===== src/rtl/deser_rx_if.sv =====
// Parallel output channel of the serial receiver: word plus valid/ready handshake.
interface deser_rx_if #(
    parameter int N = 4
);
    logic [N-1:0] dout;
    logic         dout_valid;
    logic         dout_ready;

    modport master (
        output dout,
        output dout_valid,
        input  dout_ready
    );

    modport slave (
        input  dout,
        input  dout_valid,
        output dout_ready
    );
endinterface


===== src/rtl/deser_rx.sv =====
// Framed serial receiver: start bit 1, N data bits, stop bit 0; the word is
// presented in a valid/ready holding register with sticky overrun/frame flags.
module deser_rx #(
    parameter int N         = 4,
    parameter bit MSB_FIRST = 1'b1
) (
    input  logic         clk,
    input  logic         res,
    input  logic         en,
    input  logic         din,
    input  logic         clr,
    deser_rx_if.master   rx,
    output logic         busy,
    output logic         overrun,
    output logic         frame_err
);
    localparam int CW = $clog2(N);

    typedef enum logic [1:0] {
        IDLE = 2'd0,
        DATA = 2'd1,
        STOP = 2'd2
    } state_t;

    state_t        state_q, state_d;
    logic [CW-1:0] cnt_q, cnt_d;
    logic [N-1:0]  shreg_q, shreg_d;
    logic [N-1:0]  dout_q, dout_d;
    logic          vld_q, vld_d;
    logic          ovr_q, ovr_d;
    logic          ferr_q, ferr_d;
    logic          good_stop, bad_stop, handshake;

    always_comb begin
        state_d   = state_q;
        cnt_d     = cnt_q;
        shreg_d   = shreg_q;
        good_stop = 1'b0;
        bad_stop  = 1'b0;
        if (en) begin
            unique case (state_q)
                IDLE: begin
                    if (din) begin
                        state_d = DATA;
                        cnt_d   = '0;
                    end
                end
                DATA: begin
                    shreg_d = MSB_FIRST ? {shreg_q[N-2:0], din} : {din, shreg_q[N-1:1]};
                    cnt_d   = cnt_q + CW'(1);
                    if (cnt_q == CW'(N - 1)) begin
                        state_d = STOP;
                    end
                end
                STOP: begin
                    // A high stop bit is an error only; it never restarts a frame.
                    good_stop = ~din;
                    bad_stop  = din;
                    state_d   = IDLE;
                end
                default: state_d = IDLE;
            endcase
        end
    end

    // Holding register: a drain on the delivery edge makes room for the new word.
    always_comb begin
        handshake = vld_q & rx.dout_ready;
        dout_d    = dout_q;
        vld_d     = vld_q;
        ovr_d     = ovr_q & ~clr;
        ferr_d    = (ferr_q & ~clr) | bad_stop;
        if (good_stop) begin
            if (!vld_q || handshake) begin
                dout_d = shreg_q;
                vld_d  = 1'b1;
            end else begin
                ovr_d  = 1'b1;
            end
        end else if (handshake) begin
            vld_d = 1'b0;
        end
    end

    always_ff @(posedge clk) begin
        if (res) begin
            state_q <= IDLE;
            cnt_q   <= '0;
            dout_q  <= '0;
            vld_q   <= 1'b0;
            ovr_q   <= 1'b0;
            ferr_q  <= 1'b0;
        end else begin
            state_q <= state_d;
            cnt_q   <= cnt_d;
            dout_q  <= dout_d;
            vld_q   <= vld_d;
            ovr_q   <= ovr_d;
            ferr_q  <= ferr_d;
        end
    end

    always_ff @(posedge clk) begin
        shreg_q <= shreg_d;
    end

    assign rx.dout       = dout_q;
    assign rx.dout_valid = vld_q;
    assign busy          = (state_q != IDLE);
    assign overrun       = ovr_q;
    assign frame_err     = ferr_q;
endmodule


===== src/flat_wrapper.sv =====
// flat-port wrapper written by rule: the top's interface ports become plain ports
module deser_rx_flat 
#(
    parameter int N         = 4,
    parameter bit MSB_FIRST = 1'b1
)
  (clk, res, en, din, clr, busy, overrun, frame_err, rx_dout, rx_dout_valid, rx_dout_ready);
  deser_rx_if #(.N(N)) rx_i ();
  input  logic clk;
  input  logic res;
  input  logic en;
  input  logic din;
  input  logic clr;
  output logic busy;
  output logic overrun;
  output logic frame_err;
  output wire logic [$bits(rx_i.dout)-1:0] rx_dout;
  output wire logic [$bits(rx_i.dout_valid)-1:0] rx_dout_valid;
  input wire logic [$bits(rx_i.dout_ready)-1:0] rx_dout_ready;
  assign rx_dout = rx_i.dout;
  assign rx_dout_valid = rx_i.dout_valid;
  assign rx_i.dout_ready = rx_dout_ready;
  deser_rx #(.N(N), .MSB_FIRST(MSB_FIRST)) u_core (.clk(clk), .res(res), .en(en), .din(din), .clr(clr), .rx(rx_i), .busy(busy), .overrun(overrun), .frame_err(frame_err));
endmodule

===== config.mk =====
export PLATFORM = sky130hd
export DESIGN_NAME = deser_rx_flat
export DESIGN_NICKNAME = d
export VERILOG_FILES = /design/src/rtl/deser_rx_if.sv /design/src/rtl/deser_rx.sv /design/src/flat_wrapper.sv
export SDC_FILE = /design/constraint.sdc
export NUM_CORES = 1
export LEC_CHECK = 0
export BUFFER_PORTS_ARGS = -buffer_cell sky130_fd_sc_hd__buf_2
export CAP_MARGIN = 20
export CORE_MARGIN = 8
export CORE_UTILIZATION = 49
export CTS_CLUSTER_SIZE = 8
export DETAILED_ROUTE_END_ITERATION = 8
export PLACE_DENSITY_LB_ADDON = 0.1
export SYNTH_ARGS = -nofsm -noshare
export SYNTH_HDL_FRONTEND = slang
export SYNTH_SLANG_ARGS = --single-unit

===== constraint.sdc =====
create_clock -name clk -period 3 [get_ports clk]
set_input_delay 0.6 -clock clk [delete_from_list [all_inputs] [get_ports clk]]
set_output_delay 0.6 -clock clk [all_outputs]
set_load 0.005 [all_outputs]

[Yosys cells after proc, flatten, opt, wreduce, memory -nomap -nowiden]
Cells that the tools add are included.
Word-level totals
  memories kept: 0
  register bits after elaboration: 15
  memory bits (read-only): 0
  latch bits: 0
  input port bits: 6
  RAM bits: 0
  word-level logic and storage cells: 45
  output and inout bits: 8
Operators by class
  eq/ne operators: 6
  bitwise logic cells: 6
  shifts and indexed selects: 0
  reduce and logical (&&, ||, !) cells: 11
  $mul: 0
  add/sub/neg operators: 1
  div/mod/pow operators: 0
  multiplexer cells: 14
  order comparisons: 0
Operator list (count)
  $mux 1: 9
  $pmux 2 s2: 2
  $mux 2: 3
  $reduce_and 2->1: 3
  $reduce_and 3->1: 2
  $reduce_bool 2->1: 3
  $eq 2x2->1 const B: 2
  $ne 2x2->1 const B: 2
  $and 1x1->1: 3
  $add 2x1->2 const B: 1
  $eq 2x1->1 const B: 1
  $logic_not 2->1: 1
  $ne 2x1->1 const B: 1
  $not 1->1: 2
  $logic_not 1->1: 1
  $logic_or 1x1->1: 1
  $or 1x1->1: 1

[Logic depth before layout (Yosys ltp)]
Gate-level depths: netlist of the first run.
  depth in word-level cells: 5
  gate-level depth with buffers: 4
  mapped depth without buffers: 4

[Worst setup path after synthesis of the first run]
Ideal clock, no wire load.
  path kind: input -> register
  start point: input port en
  end point: register u_core.dout_q[0], in the netlist u_core.rx.dout[0]
  buffers on the path: 1
  setup time: 0.072 ns
  required time: 2.928 ns
  path slack: 1.634 ns
  arrival: 1.294 ns
  stages: 4
  cells stage by stage: buf_6 nand2_4 nor4_4 mux2i_1
On the way
  word-level cells in the longest chain between the ends: 2
RTL lines
  start: declaration: RTL line flat_wrapper.sv:11  | input logic en;
  $mux 1: RTL line deser_rx.sv:40  | if (en) begin
  $reduce_and 2->1 (no line)
  end signal: assignment: RTL line deser_rx.sv:96  | dout_q <= dout_d;
  end: declaration: RTL line deser_rx.sv:28  | logic [N-1:0] dout_q, dout_d;
No other way between the ends.
A chain may end at the register's enable or synchronous reset.

[Worst setup path in the final report of the first run]
  start point: register u_core.state_q[1]
  end point: output port busy
On the way
  word-level cells in the longest chain between the ends: 1
RTL lines
  start: declaration: RTL line deser_rx.sv:25  | state_t state_q, state_d;
  start signal: assignment: RTL line deser_rx.sv:94  | state_q <= state_d;
  $reduce_bool 2->1: RTL line deser_rx.sv:109  | assign busy = (state_q != IDLE);
  end: declaration: RTL line flat_wrapper.sv:14  | output logic busy;
No other way between the ends.

==> results by group, run 1 <==
Floorplan
  • IO Pins: 14
  • Row cnt: 13
  • Die area: 2790 um2
  • Initial Util: 51.6%
  • Die width: roughly 53 um
  • Overall die height: ~53 um
  • Core ar.: 1280 um2

Synth
  • Async SR Flop Fraction: 0%
  • Sequential-to-total area share from yosys stat: 51.3%
  • Cell area after synthesis: 663 um2
  • Synth top cells by count: 11 x dfxtp_1, 10 x nand2b_1, 5 x nor2_1, 4 x edfxtp_1, 4 x mux2i_1
  • Synth top area share: 33.2%
  • Syn nets: 66
  • Synth area leaders: dfxtp_1 33%, edfxtp_1 18%, nand2b_1 9.4%
  • Netlist cell types: 25
  • Synth Flop Type: dfxtp_1
  • Synth Warn #: 0
  • Synth Area per Inst: 11.2 um2
  • Post-Synthesis Cells: 59
  • Yosys top cell by area: dfxtp_1
  • Register bit total from synthesis: 15
  • Most frequent cell after synthesis: dfxtp_1
  • Number of synthesized flops with an enable pin: 4

Outcome
  • Outcome: finished clean

Placed design
  • Placer Congestion: about 0.67
  • Placed insts: between 80 and 90
  • Placed cell area: 721 um2
  • I/O Buffers: 13
  • DP Wirelength: around 770 um

Pwr
  • Total power: about 0.00036 W
  • Comb pwr share: between 7 and 8%
  • Peak supply drop: 0.000299 V
  • Leak Pwr: ~0.30 nW
  • Switch Pwr: 0.0000790 W
  • Clock network power share: 31.3%
  • Pwr dens: 478 nW/um2
  • Share of power burned in registers: between 60 and 70%
  • Switching part of the total: 22.1%
  • P_int: 0.000278 W

Timing
  • Slew HR: 73.3%
  • Setup violations, final: 0
  • Max-slew violations: 0
  • Fin. Hold Viols: 0
  • Slew @ Worst Pin: 398 ps
  • Fin Setup TNS: 0 ps
  • Final Skew: around 2.1 ps
  • RSZ-0062 raised after global routing: no
  • Min Clock Period, post-route: 1730 ps
  • Max Clk Rate: between 0.5 and 0.6 GHz
  • Tcrit/Tclk final: 57.8%

Min path
  • Hold Path Class: register to register
  • HP Start: u_core.shreg_q[1]

Cells and area
  • Layout Cells excl Fill: between 80 and 90
  • Final net count: 81
  • # fillers: 123
  • Diode count: 0
  • Layout Utilization: 58.1%
  • Finished Cell Area: 747 um2
  • Layout Area Growth over Synthesis: 12.6%
  • Fraction of final layout cells sized beyond drive strength 1: 31.5%

Worst setup path
  • Critical Path Source: u_core.state_q[1]
  • Critical Path RT: 2400 ps
  • CP Capture Type: output port
  • Worst endpoint data arrival time: 1130 ps
  • Setup CP Type: register to output port
  • Worst Path Max Fanout: 9
  • Worst setup SP type: register
  • Worst reg2reg startpoint: u_core.state_q[1]

Clock network
  • CTS Buffer Depth: 2
  • Clk root buf: clkbuf_4
  • CTS tree: yes
  • # H-tree levels: 1
  • Worst-path clk slew: 80 ps
  • Setup Buffers After CTS: 0
  • Hold Buf Count CTS: 0
  • Post-CTS sizing: 0
  • CTS buffer count: 3
  • Skew-Pair Late Insertion Delay: 280 ps
  • Clock tree sinks: 15

Routing
  • Drt first pass iters: 2
  • Post-route ant nets: 0
  • # DRC: 0
  • Via density: a little over 5
  • DR iter-0 viols: 3
  • Post-Route WL: between 1000 and 1500 um
  • Total number of vias: 456
  • Post-DR wirelength/cell: ~12 um

GRT
  • Pin count of the biggest net entering global routing: 17
  • Total track usage: about 9%
  • Initial antenna violation count: 0
  • Vias in the first global route: 410
  • First-pass GRT wire length: 1810 um
  • Grt ovf: 0

Run
  • Max Cap Violations: 0
[layer usage]
layer / global-route usage, % / vias up / wire (um)
met5: 0 / - / 0
met4: 7.76 / 0 / 27
met3: 3.41 / 4 / 65
met2: 12.3 / 12 / 458
met1: 10.6 / 206 / 502
li1: - / 234 / -
[path summary, 6_finish.rpt]
| check | endpoint | slack [ps] | cells past startpoint |
|---|---|---|---|
| max | busy | 1270 | 2 |
| min | u_core.shreg_q[2] | 460 | 0 |
| max reg2reg | u_core.rx.dout[0] | 1740 | 3 |
| min reg2reg | u_core.shreg_q[2] | 460 | 0 |
[sequential cells by signal, summed over array words and instances, names as in the netlist]
name	flops
u_core.rx.dout	4
u_core.shreg_q	4
u_core.cnt_q	2
u_core.state_q	2
u_core.frame_err	1
u_core.overrun	1
u_core.rx.dout_valid	1
[cells by family after synthesis]
kind of cell | after synthesis | synth area share (%)
compound gates | 7 | 6.23
flops | 15 | 51.3
buf+inv | 3 | 3.96
fa+ha+maj | 1 | 1.89
simple gates | 27 | 27.2
mux | 6 | 9.43
[cells in the final DEF (no fill, tap or decap)]
cell / netlist / layout
buf_2: 0 / 13
dfxtp_1: 11 / 11
nand2b_1: 10 / 10
nor2_1: 5 / 5
mux2i_1: 4 / 4
edfxtp_1: 4 / 4
a21oi_1: 3 / 3
clkbuf_4: 0 / 3
nand2_1: 2 / 2
mux2_2: 2 / 2
and3b_2: 1 / 1
or2_2: 1 / 1
nor2b_1: 1 / 1
nand4_1: 1 / 1
nand2_4: 1 / 1
nor4_4: 1 / 1
nand4b_1: 1 / 1
or3b_2: 1 / 1
o31ai_1: 1 / 1
or2b_1: 1 / 1
a211oi_1: 1 / 1
o21ai_0: 1 / 1
nand3_1: 1 / 1
a31oi_1: 1 / 1
ha_1: 1 / 1
clkbuf_1: 1 / 1
[power groups by stage]
stage / sequential, W / clock [W] / combinational, W
final: 0.000218 / 0.000112 / 0.0000265
after global routing: 0.000219 / 0.000130 / 0.0000304
after CTS: 0.000219 / 0.000117 / 0.0000271
after detailed placement: 0.000223 / 0 / 0.0000270
after global placement: 0.000223 / 0 / 0.0000268
after floorplan: 0.000222 / 0 / 0.0000195
[layout make-up]
| class | instances | area (um2) | share of cell area [%] |
|---|---|---|---|
| Clock buffer | 4 | 26.3 | 3.52 |
| Multi-Input combinational cell | 41 | 297 | 39.7 |
| Sequential cell | 15 | 340 | 45.6 |
| Tap cell | 15 | 18.8 | 2.51 |
| Timing Repair Buffer | 13 | 65.1 | 8.71 |
[through the flow]
step           worst slack [ps]  hold slack (ps)
6_report                   1270              461
5_1_grt                    1180              471
4_1_cts                    1250              459
3_5_place_dp               1450              442
3_3_place_gp               1440              433
2_1_floorplan              1630              428
[worst max-delay path, cell delays in order (launching register included)]
cell and delay, ps:
dfxtp_1 410, or2_2 330, buf_2 130
(Power assumes the default switching activity.)
==> run 2, diff against run 1 <==
--- a/config.mk
+++ b/config.mk
@@ -8,7 +8,7 @@
 export BUFFER_PORTS_ARGS = -buffer_cell sky130_fd_sc_hd__buf_2
 export CAP_MARGIN = 20
 export CORE_MARGIN = 8
-export CORE_UTILIZATION = 49
+export CORE_UTILIZATION = 45
 export CTS_CLUSTER_SIZE = 8
 export DETAILED_ROUTE_END_ITERATION = 8
 export PLACE_DENSITY_LB_ADDON = 0.1
==> constraint.sdc (replaced) <==
create_clock -name clk -period 1.44 [get_ports clk]
set_input_delay 0.288 -clock clk [delete_from_list [all_inputs] [get_ports clk]]
set_output_delay 0.288 -clock clk [all_outputs]
set_load 0.005 [all_outputs]
==> run 2 against run 1 <==
Register-to-register slack lost 1500 ps. Combinational power rose by 130%. Clock power up 120%. Clock skew increased by 4.6 ps. Sequential power up 110%. Critical path depth did not move. Core utilization is 5.3 points lower. Critical endpoint unchanged. Largest cell class unchanged. Largest power group unchanged. Highest routed layer unchanged.
==> results by group, run 2 (synthesis gave the netlist of run 1 again) <==
Routing
  • Total number of vias: around 470
  • Met3 WL: between 90 and 100 um
  • Met2 Routed Length: approximately 600 um
  • Post-Route WL: 1260 um
  • Drt first pass iters: 2
  • Post-DR wirelength/cell: 14.0 um
  • Max Used Layer: met4
  • M1 wire length: 545 um
  • DR iter-0 viols: 2
  • # DRC: 0
  • Via density: 5.19
  • Post-route ant nets: 0

Timing
  • Final Skew: 6.71 ps
  • Slew HR: 71.2%
  • Max Clk Rate: ~0.73 GHz
  • Fin. Hold Viols: 0
  • Max-slew violations: 0
  • Fin Setup TNS: 0 ps
  • Min Clock Period, post-route: about 1400 ps
  • Tcrit/Tclk final: 95.3%
  • Slew @ Worst Pin: 429 ps
  • RSZ-0062 raised after global routing: no
  • Setup violations, final: 0

Cells and area
  • Finished Cell Area: 759 um2
  • Commonest non-fill, non-tap cell in the layout: buf_2
  • Most frequent cells in the layout: 13 x buf_2, 10 x nand2b_1, 9 x dfxtp_1, 5 x nor2_1
  • Fraction of final layout cells sized beyond drive strength 1: 36.5%
  • Final net count: 82
  • Layout Cells excl Fill: 90
  • Diode count: 0
  • Layout Area Growth over Synthesis: 14.5%

Outcome
  • Outcome: finished clean

Worst setup path
  • Largest stage delay, worst path: ~380 ps
  • Critical Path RT: 1150 ps
  • Worst path top cell family by delay: flip-flops
  • Slowest stage cell, crit path: dfxtp_2
  • Worst setup SP type: register
  • Critical path cell sequence: or2_2 > buf_2
  • CP Capture Type: output port
  • Setup CP Type: register to output port
  • Worst endpoint data arrival time: 1080 ps
  • WP buf/inv: 1
  • Worst Path Max Fanout: 9

Placed design
  • DP Wirelength: a little over 900 um
  • I/O Buffers: 13
  • Placed insts: 86
  • Placer Congestion: 0.691
  • Placed cell area: 729 um2

Pwr
  • Pwr dens: roughly 1000 nW/um2
  • Comb pwr share: 7.9%
  • Peak supply drop: 0.000660 V
  • Clock network power share: 32.1%
  • Share of power burned in registers: 60.1%
  • Leak Pwr: 0.304 nW
  • Switch Pwr: approximately 0.00018 W
  • P_int: around 0.00058 W
  • Switching part of the total: 24.0%

Min path
  • Hold Path Class: primary input to register

Clock network
  • CTS buffer count: 3
  • Setup Buffers After CTS: 0
  • Skew-Pair Late Insertion Delay: 290 ps
  • Clk root buf: clkbuf_4
  • Clock tree sinks: 15
  • # H-tree levels: 1
  • CTS tree: yes
  • Hold Buf Count CTS: 0
  • Post-CTS sizing: 0
  • Worst-path clk slew: 100 ps
  • CTS Buffer Depth: 2

GRT
  • Initial antenna violation count: 0
  • Grt ovf: 0
  • Total track usage: 9.45%
  • Pin count of the biggest net entering global routing: 11
  • Vias in the first global route: 450
  • First-pass GRT wire length: 1960 um

Floorplan
  • Row cnt: 14
  • Initial Util: a little under half
  • Core ar.: 1440 um2
  • Overall die height: 54.4 um
  • IO Pins: 14
  • Die width: 54.4 um
  • Die area: 2960 um2

Run
  • Max Cap Violations: 0
-- run 2: metrics by stage --
stage | hold WS (ps) | setup slack (ps) | power [W] | util, %
after floorplan | 387 | 363 | 0.000503 | -
after global placement | 434 | 197 | 0.000524 | 50.8
after detailed placement | 439 | 182 | 0.000526 | 50.8
after CTS | 262 | 5.68 | 0.000764 | 52.7
after global routing | 249 | 21.1 | 0.000802 | 52.9
final | 259 | 67.1 | 0.000760 | 52.9
-- run 2: cell type report --
cell class | instances | area (um2)
fill | 153 | 677
sequential | 15 | 343
multi-input combinational | 41 | 297
timing repair buffer | 14 | 72.6
clock buffer | 3 | 22.5
tap | 16 | 20.0
clock inverter | 1 | 5.00
-- run 2: layer usage --
layer / vias to the layer above / track usage (%)
met4: 0 / 4.92
li1: 238 / -
met1: 217 / 10.5
met5: - / 0
met3: 2 / 4.35
met2: 10 / 14.9
-- run 2: final timing paths --
check / startpoint / to / slack (ps) / depth (start not counted)
worst max-delay path: u_core.state_q[1] / busy / 70 / 2
worst min-delay path: res / u_core.cnt_q[1] / 260 / 2
worst max register to register: u_core.state_q[1] / u_core.rx.dout[1] / 240 / 3
worst min register to register: u_core.shreg_q[0] / u_core.shreg_q[1] / 460 / 0
-- run 2: power groups by stage --
stage / combinational (W) / sequential (W) / clock, W
finish: 0.0000597 / 0.000456 / 0.000244
global route: 0.0000665 / 0.000458 / 0.000278
CTS: 0.0000609 / 0.000455 / 0.000248
detailed placement: 0.0000607 / 0.000465 / 0
global placement: 0.0000593 / 0.000465 / 0
floorplan: 0.0000406 / 0.000463 / 0
